===== config.mk =====
export PLATFORM = sky130hd
export DESIGN_NAME = uart_console
export DESIGN_NICKNAME = d
export VERILOG_FILES = /design/src/rtl/twitchcore_pkg.sv /design/src/rtl/uart_console_byte_fifo.sv /design/src/rtl/uart_console.sv
export SDC_FILE = /design/constraint.sdc
export NUM_CORES = 1
export LEC_CHECK = 0
export BUFFER_PORTS_ARGS = -buffer_cell sky130_fd_sc_hd__buf_2
export CORE_AREA = 2 2 77 116
export DETAILED_ROUTE_END_ITERATION = 12
export DIE_AREA = 0 0 79 118
export PLACE_DENSITY_LB_ADDON = 0.2
export SLEW_MARGIN = 15
export SYNTH_ARGS = -nofsm -noshare
export SYNTH_HDL_FRONTEND = slang
export SYNTH_SLANG_ARGS = --single-unit

===== constraint.sdc =====
create_clock -name clk -period 5.7 [get_ports clk]
set_clock_uncertainty 0.1 [all_clocks]
set_input_delay 0.57 -clock clk [delete_from_list [all_inputs] [get_ports clk]]
set_output_delay 0.57 -clock clk [all_outputs]
set_load 0.005 [all_outputs]

===== src/rtl/twitchcore_pkg.sv =====
// Shared twitchcore definitions: console/tohost address defaults, UART TX states
// and the bit positions of the console status word.
package twitchcore_pkg;

    localparam logic [31:0] CONSOLE_ADDR_DEF = 32'h1000_0000;
    localparam logic [31:0] TOHOST_ADDR_DEF  = 32'h1000_0004;

    typedef enum logic [1:0] {
        IDLE,
        START,
        DATA,
        STOP
    } tx_state_t;

    localparam int STAT_EMPTY    = 0;
    localparam int STAT_FULL     = 1;
    localparam int STAT_OVERFLOW = 2;

endpackage


===== src/rtl/uart_console_byte_fifo.sv =====
// Synchronous circular-buffer FIFO. The extra pointer MSB tells full from empty.
// The caller only pushes when there is room (or a pop happens in the same cycle).
module byte_fifo #(
    parameter int DEPTH = 8,
    parameter int WIDTH = 8
) (
    input  logic             i_clk,
    input  logic             i_resetn,
    input  logic             i_push,
    input  logic             i_pop,
    input  logic [WIDTH-1:0] i_din,
    output logic [WIDTH-1:0] o_dout,
    output logic             o_full,
    output logic             o_empty
);
    localparam int AW = $clog2(DEPTH);

    logic [AW:0]      r_wptr;
    logic [AW:0]      r_rptr;
    logic [WIDTH-1:0] r_mem [DEPTH];

    always_ff @(posedge i_clk or negedge i_resetn) begin
        if (!i_resetn) begin
            r_wptr <= '0;
            r_rptr <= '0;
        end else begin
            if (i_push) r_wptr <= r_wptr + 1'b1;
            if (i_pop)  r_rptr <= r_rptr + 1'b1;
        end
    end

    // Storage has no reset: a reset only moves the pointers, so old contents become unreachable.
    always_ff @(posedge i_clk) begin
        if (i_push) r_mem[r_wptr[AW-1:0]] <= i_din;
    end

    assign o_dout  = r_mem[r_rptr[AW-1:0]];
    assign o_empty = (r_wptr == r_rptr);
    assign o_full  = (r_wptr[AW] != r_rptr[AW]) && (r_wptr[AW-1:0] == r_rptr[AW-1:0]);

endmodule


===== src/rtl/uart_console.sv =====
// Console/test-result peripheral: stores to CONSOLE_ADDR go out 8N1 on tx,
// and the first store to TOHOST_ADDR latches the done/pass verdict.
module uart_console
    import twitchcore_pkg::*;
#(
    parameter int          CLKS_PER_BIT = 16,
    parameter int          FIFO_DEPTH   = 8,
    parameter logic [31:0] CONSOLE_ADDR = CONSOLE_ADDR_DEF,
    parameter logic [31:0] TOHOST_ADDR  = TOHOST_ADDR_DEF
) (
    input  logic        clk,
    input  logic        resetn,
    input  logic        wr_en,
    input  logic [31:0] wr_addr,
    input  logic [31:0] wr_data,
    input  logic [31:0] rd_addr,
    output logic [31:0] rd_data,
    output logic        tx,
    output logic        busy,
    output logic        overflow,
    output logic        done,
    output logic        pass
);
    localparam int            BW        = (CLKS_PER_BIT > 1) ? $clog2(CLKS_PER_BIT) : 1;
    localparam logic [BW-1:0] BAUD_LAST = BW'(CLKS_PER_BIT - 1);

    logic      w_conWr;
    logic      w_push;
    logic      w_pop;
    logic      w_full;
    logic      w_empty;
    logic      w_baudDone;
    logic [7:0] w_dout;

    tx_state_t     r_state;
    tx_state_t     w_stateNext;
    logic [BW-1:0] r_baud;
    logic [BW-1:0] w_baudNext;
    logic [2:0]    r_bitCnt;
    logic [2:0]    w_bitNext;
    logic [7:0]    r_shift;
    logic [7:0]    w_shiftNext;
    logic          r_tx;
    logic          w_txNext;

    // A full FIFO still accepts a byte when the transmitter pops in the same cycle.
    assign w_conWr = wr_en && (wr_addr == CONSOLE_ADDR);
    assign w_push  = w_conWr && (!w_full || w_pop);

    byte_fifo #(
        .DEPTH (FIFO_DEPTH),
        .WIDTH (8)
    ) u_fifo (
        .i_clk    (clk),
        .i_resetn (resetn),
        .i_push   (w_push),
        .i_pop    (w_pop),
        .i_din    (wr_data[7:0]),
        .o_dout   (w_dout),
        .o_full   (w_full),
        .o_empty  (w_empty)
    );

    always_ff @(posedge clk or negedge resetn) begin
        if (!resetn) begin
            r_state  <= IDLE;
            r_baud   <= '0;
            r_bitCnt <= '0;
            r_shift  <= '0;
            r_tx     <= 1'b1;
        end else begin
            r_state  <= w_stateNext;
            r_baud   <= w_baudNext;
            r_bitCnt <= w_bitNext;
            r_shift  <= w_shiftNext;
            r_tx     <= w_txNext;
        end
    end

    assign w_baudDone = (r_baud == BAUD_LAST);

    // tx is registered, so each transition loads the level of the bit that starts next.
    always_comb begin
        w_stateNext = r_state;
        w_baudNext  = r_baud + 1'b1;
        w_bitNext   = r_bitCnt;
        w_shiftNext = r_shift;
        w_txNext    = r_tx;
        w_pop       = 1'b0;
        case (r_state)
            IDLE: begin
                w_baudNext = '0;
                if (!w_empty) begin
                    w_pop       = 1'b1;
                    w_shiftNext = w_dout;
                    w_txNext    = 1'b0;
                    w_stateNext = START;
                end
            end
            START: begin
                if (w_baudDone) begin
                    w_baudNext  = '0;
                    w_bitNext   = '0;
                    w_txNext    = r_shift[0];
                    w_stateNext = DATA;
                end
            end
            DATA: begin
                if (w_baudDone) begin
                    w_baudNext = '0;
                    if (r_bitCnt == 3'd7) begin
                        w_txNext    = 1'b1;
                        w_stateNext = STOP;
                    end else begin
                        w_bitNext   = r_bitCnt + 1'b1;
                        w_shiftNext = r_shift >> 1;
                        w_txNext    = r_shift[1];
                    end
                end
            end
            STOP: begin
                if (w_baudDone) begin
                    w_baudNext = '0;
                    if (!w_empty) begin
                        w_pop       = 1'b1;
                        w_shiftNext = w_dout;
                        w_txNext    = 1'b0;
                        w_stateNext = START;
                    end else begin
                        w_stateNext = IDLE;
                    end
                end
            end
            default: begin
                w_baudNext  = '0;
                w_txNext    = 1'b1;
                w_stateNext = IDLE;
            end
        endcase
    end

    always_ff @(posedge clk or negedge resetn) begin
        if (!resetn) begin
            overflow <= 1'b0;
            done     <= 1'b0;
            pass     <= 1'b0;
        end else begin
            if (w_conWr && w_full && !w_pop) overflow <= 1'b1;
            if (wr_en && (wr_addr == TOHOST_ADDR) && !done) begin
                done <= 1'b1;
                pass <= (wr_data == 32'd1);
            end
        end
    end

    always_comb begin
        rd_data = '0;
        if (rd_addr == CONSOLE_ADDR) begin
            rd_data[STAT_EMPTY]    = w_empty;
            rd_data[STAT_FULL]     = w_full;
            rd_data[STAT_OVERFLOW] = overflow;
        end
    end

    assign tx   = r_tx;
    assign busy = !w_empty || (r_state != IDLE);

endmodule


==> flow_metrics.env, run 1 <==
export IMPL_reg2reg_slack_ps=2660
export IMPL_outcome="finished clean"
export IMPL_post_cts_setup_buffers=0
export IMPL_htree_levels=3
export IMPL_fin_crit_ps=3040
export IMPL_cp_cell_sequence="xnor2_2 > and4b_1 > nand2_1 > nand3b_1 > nor2_1"
export IMPL_power_leakage_nw=2.10
export IMPL_cts_resized=0
export IMPL_drv_slew=0
export IMPL_postRouteAntennaNets=0
export IMPL_worstMarginPinSlew_ps=978
export IMPL_insertion_delay_ps=340
export IMPL_ys_warn_count=0
export IMPL_cp_end_kind="flip-flop"
export IMPL_timing_hold_ws_ps=158
export IMPL_reg2reg_from="u_fifo.r_rptr[1]"
export IMPL_max_cap_violations=0
export IMPL_drc=0
export IMPL_ys_async_sr_fraction=0.312
export IMPL_setup_viol=0
export IMPL_drt_iter0_drc=111
export IMPL_synth_distinct_cells=50
export IMPL_crit_required_ps=5560
export IMPL_cellPowerDensity_nw_per_um2=258
export IMPL_final_setup_tns_ps=0
export IMPL_start_kind="flip-flop"
export IMPL_routed_wirelength_mm=8.90
export IMPL_ys_ff_latch=93
export IMPL_die_area_um2=9320
export IMPL_ioPinCount=136
export IMPL_clk_pin_slew_ps=60
export IMPL_worstSetupPathType="flip-flop to flip-flop"
export IMPL_cts_made_buffers=9
export IMPL_rr_worst_depth=5
export IMPL_die_y_um=118
export IMPL_clockRootBuffer="clkbuf_16"
export IMPL_cts_hold_buffers_added=0
export IMPL_drive_gt1_frac=0.362
export IMPL_final_cell_mix="buf_2, edfxtp_1, conb_1"
export IMPL_critPathMaxFanout=20
export IMPL_grt_overflow=0
export IMPL_slowest_stage="dfrtp_1"
export IMPL_synth_cells=326
export IMPL_wire_per_inst_um=16.4
export IMPL_grt_start_max_net_pins=30
export IMPL_cts_sinks=93
export IMPL_hp_class="input port to asynchronous set/reset pin"
export IMPL_hold_violations=0
export IMPL_max_freq_ghz=0.329
export IMPL_via_per_inst=5.40
export IMPL_rsz0062_at_grt="false"
export IMPL_slowest_delay_ps=970
export IMPL_synth_cell_area_um2=4530
export IMPL_core_area_um2=8310
export IMPL_antenna_cells=0
export IMPL_fp_dieW_um=79
export IMPL_dp_slack_ps=2430
export IMPL_vdd_ir_drop_worst_uv=229
export IMPL_dr_pass1_iters=6
export IMPL_r2r_end="u_fifo.r_mem[4][5]"
export IMPL_clockBufferDepth=2
export IMPL_io_buffer_count=106
export IMPL_synth_area_per_cell_um2=13.9
export IMPL_rows=41
export IMPL_ys_flop_type="edfxtp_1"
export IMPL_finalWorstSetupSlack_ps=2660
export IMPL_layout_nets=542
export IMPL_grt_use_total=0.202
export IMPL_synth_edff_count=64
export IMPL_layout_commonest_cell="buf_2"
export IMPL_gp_congestion=0.875
export IMPL_area_delta_synth_final_pct=16.6
export IMPL_period_share=0.533
export IMPL_ys_seq_area_frac=0.585
export IMPL_max_slew_margin=0.345
export IMPL_critPathArrivalTime_ps=2900
export IMPL_initial_core_util=0.545
export IMPL_antenna_found_initial=0
export IMPL_cts_tree="done"
export IMPL_dp_hpwl_mm=6.49
export IMPL_vias=2937
export IMPL_grt_pass1_vias=2947
export IMPL_grt_pass1_wl_mm=14.4
-- kinds of logic after synthesis --
group / share of synthesized area
multiplexers: 0.106
other: 0.000828
XOR/XNOR: 0.0246
adder cells (fa/ha/maj): 0.0304
flip-flops: 0.585
buffers and inverters: 0.0727
AO/OA/AOI/OAI: 0.0525
AND/OR/NAND/NOR: 0.128
-- state kept, by name, summed over array words and instances (netlist names) --
name	cells
r_bitCnt	3
r_baud	4
done	1
u_fifo.r_rptr	4
r_shift	8
r_state	2
u_fifo.r_wptr	4
u_fifo.r_mem	64
tx	1
overflow	1
pass	1
-- Yosys cell counts (all sizes together), types with 9 or more instances --
library cell,number,area share
edfxtp,64,0.42
buf,39,0.066
dfrtp,28,0.15
nor4,21,0.033
nand2,20,0.017
nor2,20,0.017
mux4,16,0.080
o21ai,16,0.018
ha,11,0.030
a21oi,10,0.011
xnor2,10,0.023
nand4,9,0.015
-- routing by layer --
| layer | share of wire | global-route usage |
|---|---|---|
| met4 | 0.010 | 0.0625 |
| met5 | 0 | 0 |
| met1 | 0.41 | 0.251 |
| met3 | 0.044 | 0.0475 |
| met2 | 0.54 | 0.347 |
-- metrics by stage --
stage | utilization | cells | total power [mW] | instance area (um^2)
floorplan | - | 354 | 0.809 | 4630
global placement | 0.602 | 528 | 0.843 | 5000
detailed placement | 0.602 | 528 | 0.847 | 5000
CTS | 0.634 | 544 | 1.38 | 5270
global route | 0.636 | 544 | 1.42 | 5280
finish | 0.636 | 544 | 1.36 | 5280
-- how the worst max path moves through the flow --
| stage | start | endpoint | slack [ps] |
|---|---|---|---|
| floorplan | wr_addr[21] | u_fifo.r_mem[1][0] | 3130 |
| detailed placement | wr_addr[13] | u_fifo.r_mem[1][4] | 2430 |
| CTS | u_fifo.r_rptr[1] | u_fifo.r_mem[1][2] | 2450 |
| finish | u_fifo.r_rptr[1] | u_fifo.r_mem[4][5] | 2660 |
| global placement | wr_addr[13] | u_fifo.r_mem[1][4] | 2500 |
| global route | u_fifo.r_rptr[1] | u_fifo.r_mem[4][2] | 2440 |
-- final cells by class --
type	count	area [um^2]
Tap cell	107	134
Inverter	7	26.3
Fill cell	642	3030
Sequential cell	93	2650
Clock buffer	10	229
Clock inverter	6	40.0
Timing Repair Buffer	107	538
Multi-Input combinational cell	214	1670
-- worst max-delay path, delay by kind of cell, from the launching register on --
family,cells,cell delay (ps)
flip-flops,1,970
XOR/XNOR,1,180
AND/OR/NAND/NOR,4,1390
-- power by group --
part	leakage (nW)	total (mW)	switching, mW	internal [mW]
logic	1.00	0.0776	0.0406	0.0371
clock network	0.122	0.530	0.236	0.293
registers	0.977	0.755	0.0114	0.744
No activity file was read; power rests on OpenSTA's default activity.
==> run 2: changes to the inputs <==
--- a/config.mk
+++ b/config.mk
@@ -6,9 +6,9 @@
 export NUM_CORES = 1
 export LEC_CHECK = 0
 export BUFFER_PORTS_ARGS = -buffer_cell sky130_fd_sc_hd__buf_2
-export CORE_AREA = 2 2 77 116
+export CORE_AREA = 2 2 84 126
 export DETAILED_ROUTE_END_ITERATION = 12
-export DIE_AREA = 0 0 79 118
+export DIE_AREA = 0 0 86 128
 export PLACE_DENSITY_LB_ADDON = 0.2
 export SLEW_MARGIN = 15
 export SYNTH_ARGS = -nofsm -noshare
==> constraint.sdc (replaced) <==
create_clock -name clk -period 2.6 [get_ports clk]
set_clock_uncertainty 0.1 [all_clocks]
set_input_delay 0.26 -clock clk [delete_from_list [all_inputs] [get_ports clk]]
set_output_delay 0.26 -clock clk [all_outputs]
set_load 0.005 [all_outputs]
==> run 2 against run 1 <==
Compared with the run above:
- maximum frequency grew 36%
- total power rose by 120%
- count of clock-buffer cells in the layout unchanged
- first-iteration DRC count up 6.3%
- design area increased by 2.1%
- via count is 1.0% higher
- sequential cell count stayed put
- critical path depth is 2 higher
- sequential share of layout area is 1.0 points lower
- combinational power is 120% higher
- cell count up 4.2%
- largest power group unchanged
- highest routed layer unchanged
==> flow_metrics.env, run 2 (synthesis gave the netlist of run 1 again) <==
export IMPL_outcome="finished clean"
export IMPL_clk_pin_slew_ps=70
export IMPL_period_share=0.859
export IMPL_antenna_cells=0
export IMPL_start_kind="flip-flop"
export IMPL_r2r_end="u_fifo.r_mem[0][1]"
export IMPL_cts_resized=0
export IMPL_grt_start_max_net_pins=30
export IMPL_cp_cell_sequence="inv_1 > ha_1 > a21o_1 > nand2_1 > nand3b_1 > nor3_1 > buf_4"
export IMPL_cp_end_kind="flip-flop"
export IMPL_drive_gt1_frac=0.371
export IMPL_cp_endpoint="u_fifo.r_mem[0][1]"
export IMPL_vdd_ir_drop_worst_uv=504
export IMPL_htree_levels=3
export IMPL_clockRootBuffer="clkbuf_16"
export IMPL_drc=0
export IMPL_max_cap_violations=0
export IMPL_timing_hold_ws_ps=79.1
export IMPL_post_cts_setup_buffers=0
export IMPL_worstSetupStartpoint="r_state[0]"
export IMPL_worstSetupPathType="flip-flop to flip-flop"
export IMPL_fin_crit_ps=2230
export IMPL_cts_sinks=93
export IMPL_final_cell_mix="buf_2, edfxtp_1, conb_1"
export IMPL_cellPowerDensity_nw_per_um2=557
export IMPL_max_freq_ghz=0.448
export IMPL_drv_slew=0
export IMPL_insertion_delay_ps=340
export IMPL_grt_pass1_wl_mm=14.8
export IMPL_setup_viol=0
export IMPL_vias=2967
export IMPL_via_per_inst=5.23
export IMPL_critPathArrivalTime_ps=2170
export IMPL_rsz0062_at_grt="false"
export IMPL_drt_iter0_drc=118
export IMPL_io_buffer_count=106
export IMPL_routed_wirelength_mm=9.10
export IMPL_rr_worst_depth=7
export IMPL_reg2reg_slack_ps=370
export IMPL_wire_per_inst_um=16.0
export IMPL_postRouteAntennaNets=0
export IMPL_slowest_stage="dfrtp_1"
export IMPL_grt_pass1_vias=2986
export IMPL_antenna_found_initial=0
export IMPL_die_area_um2=11000
export IMPL_dp_hpwl_mm=6.83
export IMPL_hp_class="input port to flip-flop"
export IMPL_slowest_delay_ps=450
export IMPL_initial_core_util=0.454
export IMPL_grt_use_total=0.178
export IMPL_clockBufferDepth=2
export IMPL_fp_dieW_um=86
export IMPL_max_slew_margin=0.545
export IMPL_grt_overflow=0
export IMPL_cts_tree="done"
export IMPL_area_delta_synth_final_pct=19.1
export IMPL_core_area_um2=9970
export IMPL_cts_made_buffers=9
export IMPL_worstMarginPinSlew_ps=682
export IMPL_layout_nets=555
export IMPL_die_y_um=128
export IMPL_power_leakage_nw=2.17
export IMPL_ioPinCount=136
export IMPL_gp_congestion=0.769
export IMPL_crit_required_ps=2540
export IMPL_final_setup_tns_ps=0
export IMPL_cts_hold_buffers_added=1
export IMPL_rows=45
export IMPL_hold_violations=0
export IMPL_largest_reg_flops=64
export IMPL_reg2reg_from="r_state[0]"
export IMPL_dr_pass1_iters=4
export IMPL_layout_commonest_cell="buf_2"
export IMPL_critPathMaxFanout=8
-- run 2: routing by layer --
metal	global-route usage	part of all wire
met5	0	0
met2	0.325	0.56
met1	0.203	0.40
met4	0.0626	0.012
met3	0.0354	0.028
-- run 2: worst min-delay path by stage --
stage,start,end,depth (start not counted),slack [ps]
after floorplan,resetn,done,0,-140
final,wr_addr[2],done,2,80
after global routing,wr_addr[2],done,2,80
after global placement,resetn,r_baud[2],1,230
after detailed placement,resetn,r_baud[1],1,240
after CTS,wr_addr[2],done,2,70
-- run 2: metrics by stage --
stage,instances,area [um^2],total power [mW],util,setup slack (ps)
after floorplan,354,4630,1.77,-,198
after global placement,550,5120,1.85,0.514,435
after detailed placement,550,5120,1.86,0.514,383
after CTS,567,5400,3.04,0.541,374
after global routing,567,5400,3.13,0.541,201
final,567,5400,3.01,0.541,367
-- run 2: critical path, delay by kind of cell (launching register included) --
family,cells,cell delay (ps)
buffers and inverters,2,330
AO/OA/AOI/OAI,1,200
adder cells (fa/ha/maj),1,350
AND/OR/NAND/NOR,3,480
flip-flops,1,450
-- run 2: final cells by class --
class | instances | area (um^2)
well taps | 117 | 146
fillers | 857 | 4570
repair buffers | 120 | 651
multi-input cells | 214 | 1660
clock buffers | 10 | 229
flip-flops and latches | 93 | 2650
clock inverters | 6 | 37.5
inverters | 7 | 26.3
-- run 2: report_power, final --
part           internal, mW  total [mW]  leakage (nW)  switching (mW)
clock                 0.646        1.18         0.125           0.537
sequential             1.63        1.66         0.977          0.0247
combinational        0.0823       0.169          1.06          0.0866
==> run 3: changes to the inputs <==
--- a/config.mk
+++ b/config.mk
@@ -10,6 +10,7 @@
 export DETAILED_ROUTE_END_ITERATION = 12
 export DIE_AREA = 0 0 86 128
 export PLACE_DENSITY_LB_ADDON = 0.2
+export RECOVER_POWER = 25
 export SLEW_MARGIN = 15
 export SYNTH_ARGS = -nofsm -noshare
 export SYNTH_HDL_FRONTEND = slang
==> run 3 against run 2 <==
Compared with the run above:
- clock power about the same
- count of clock-buffer cells in the layout unchanged
- sequential power about the same
- hold slack about the same
- setup slack about the same
- combinational power about the same
- non-clock buffer count unchanged
- core utilization decreased by 0.10 points
- critical endpoint unchanged
- highest routed layer unchanged
==> flow_metrics.env, run 3 (synthesis gave the netlist of run 1 again) <==
export IMPL_wire_per_inst_um=16.1
export IMPL_clockBufferDepth=2
export IMPL_layout_commonest_cell="buf_2"
export IMPL_routed_wirelength_mm=9.13
export IMPL_gp_congestion=0.769
export IMPL_cts_tree="done"
export IMPL_hold_violations=0
export IMPL_core_area_um2=9970
export IMPL_max_slew_margin=0.544
export IMPL_post_cts_setup_buffers=0
export IMPL_layout_nets=555
export IMPL_cp_endpoint="u_fifo.r_mem[0][1]"
export IMPL_dpl_instance_area_um2=5120
export IMPL_setup_viol=0
export IMPL_drc=0
export IMPL_drt_iter0_drc=113
export IMPL_cts_sinks=93
export IMPL_largest_reg_flops=64
export IMPL_power_leakage_nw=2.14
export IMPL_area_delta_synth_final_pct=18.9
export IMPL_htree_levels=3
export IMPL_clk_pin_slew_ps=70
export IMPL_fp_dieW_um=86
export IMPL_final_cell_mix="buf_2, edfxtp_1, conb_1"
export IMPL_r2r_end="u_fifo.r_mem[0][1]"
export IMPL_p_comb_frac=0.056
export IMPL_worstSetupStartpoint="r_state[0]"
export IMPL_cellPowerDensity_nw_per_um2=559
export IMPL_drv_slew=0
export IMPL_final_setup_tns_ps=0
export IMPL_dp_cells=550
export IMPL_utilization=0.540
export IMPL_grt_start_max_net_pins=30
export IMPL_worstMarginPinSlew_ps=684
export IMPL_cp_end_kind="flip-flop"
export IMPL_seqPwrFrac=0.550
export IMPL_antenna_found_initial=0
export IMPL_drive_gt1_frac=0.353
export IMPL_reg2reg_from="r_state[0]"
export IMPL_cts_made_buffers=9
export IMPL_period_share=0.859
export IMPL_critPathMaxFanout=8
export IMPL_grt_pass1_vias=2986
export IMPL_max_cap_violations=0
export IMPL_timing_hold_ws_ps=79.2
export IMPL_grt_use_total=0.178
export IMPL_rows=45
export IMPL_dp_hpwl_mm=6.83
export IMPL_finalNonFillerCells=567
export IMPL_reg2reg_slack_ps=370
export IMPL_rr_worst_depth=7
export IMPL_start_kind="flip-flop"
export IMPL_clockRootBuffer="clkbuf_16"
export IMPL_max_freq_ghz=0.448
export IMPL_grt_pass1_wl_mm=14.8
export IMPL_io_buffer_count=106
export IMPL_vias=2955
export IMPL_critPathArrivalTime_ps=2170
export IMPL_clkPwrFrac=0.394
export IMPL_crit_required_ps=2540
export IMPL_die_area_um2=11000
export IMPL_num_fill_cells=859
export IMPL_final_area_um2=5390
export IMPL_hp_class="input port to flip-flop"
export IMPL_cts_resized=0
export IMPL_fin_crit_ps=2230
export IMPL_die_y_um=128
export IMPL_ioPinCount=136
export IMPL_cts_hold_buffers_added=1
export IMPL_dr_pass1_iters=4
export IMPL_vdd_ir_drop_worst_uv=504
export IMPL_p_sw_uw=652
export IMPL_antenna_cells=0
export IMPL_rsz0062_at_grt="false"
export IMPL_initial_core_util=0.454
export IMPL_grt_overflow=0
export IMPL_p_int_mw=2.36
export IMPL_insertion_delay_ps=340
export IMPL_postRouteAntennaNets=0
export IMPL_outcome="finished clean"
export IMPL_via_per_inst=5.21
export IMPL_p_sw_frac=0.217
export IMPL_worstSetupPathType="flip-flop to flip-flop"
run 3: power groups by stage:
stage	Clock (mW)	Combinational (mW)	Sequential, mW
floorplan	0	0.0935	1.68
global placement	0	0.162	1.68
detailed placement	0	0.171	1.68
CTS	1.22	0.172	1.66
global route	1.27	0.193	1.66
finish	1.19	0.167	1.66
run 3: area by class of cell:
cell class / count / area, um^2 / area share
clock buffer: 10 / 229 / 0.0425
sequential: 93 / 2650 / 0.492
multi-input combinational: 214 / 1660 / 0.308
clock inverter: 6 / 37.5 / 0.00697
inverter: 7 / 26.3 / 0.00488
tap: 117 / 146 / 0.0272
timing repair buffer: 120 / 641 / 0.119
run 3: critical path: stages, from the launching register on:
cell      delay (ps)
dfrtp_1          450
inv_1            120
ha_1             350
a21o_1           200
nand2_1          160
nand3b_1         160
nor3_1           160
buf_4            210
run 3: through the flow:
stage / power, mW / setup slack (ps)
floorplan: 1.77 / 198
global placement: 1.85 / 435
detailed placement: 1.86 / 383
CTS: 3.04 / 374
global route: 3.13 / 201
finish: 3.01 / 367
run 3: worst min-delay path by stage:
stage / startpoint / cells after the start / end / slack (ps)
after floorplan: resetn / 0 / done / -140
after global placement: resetn / 1 / r_baud[2] / 230
after detailed placement: resetn / 1 / r_baud[1] / 240
after CTS: wr_addr[2] / 2 / done / 70
after global routing: wr_addr[2] / 2 / done / 80
final: wr_addr[2] / 2 / done / 80
run 3: layer usage:
metal / vias up / wire length [um] / track usage
met2: 57 / 5110 / 0.325
met4: 0 / 112 / 0.0626
met3: 12 / 264 / 0.0354
li1: 1432 / - / -
met1: 1454 / 3640 / 0.203
met5: - / 0 / 0
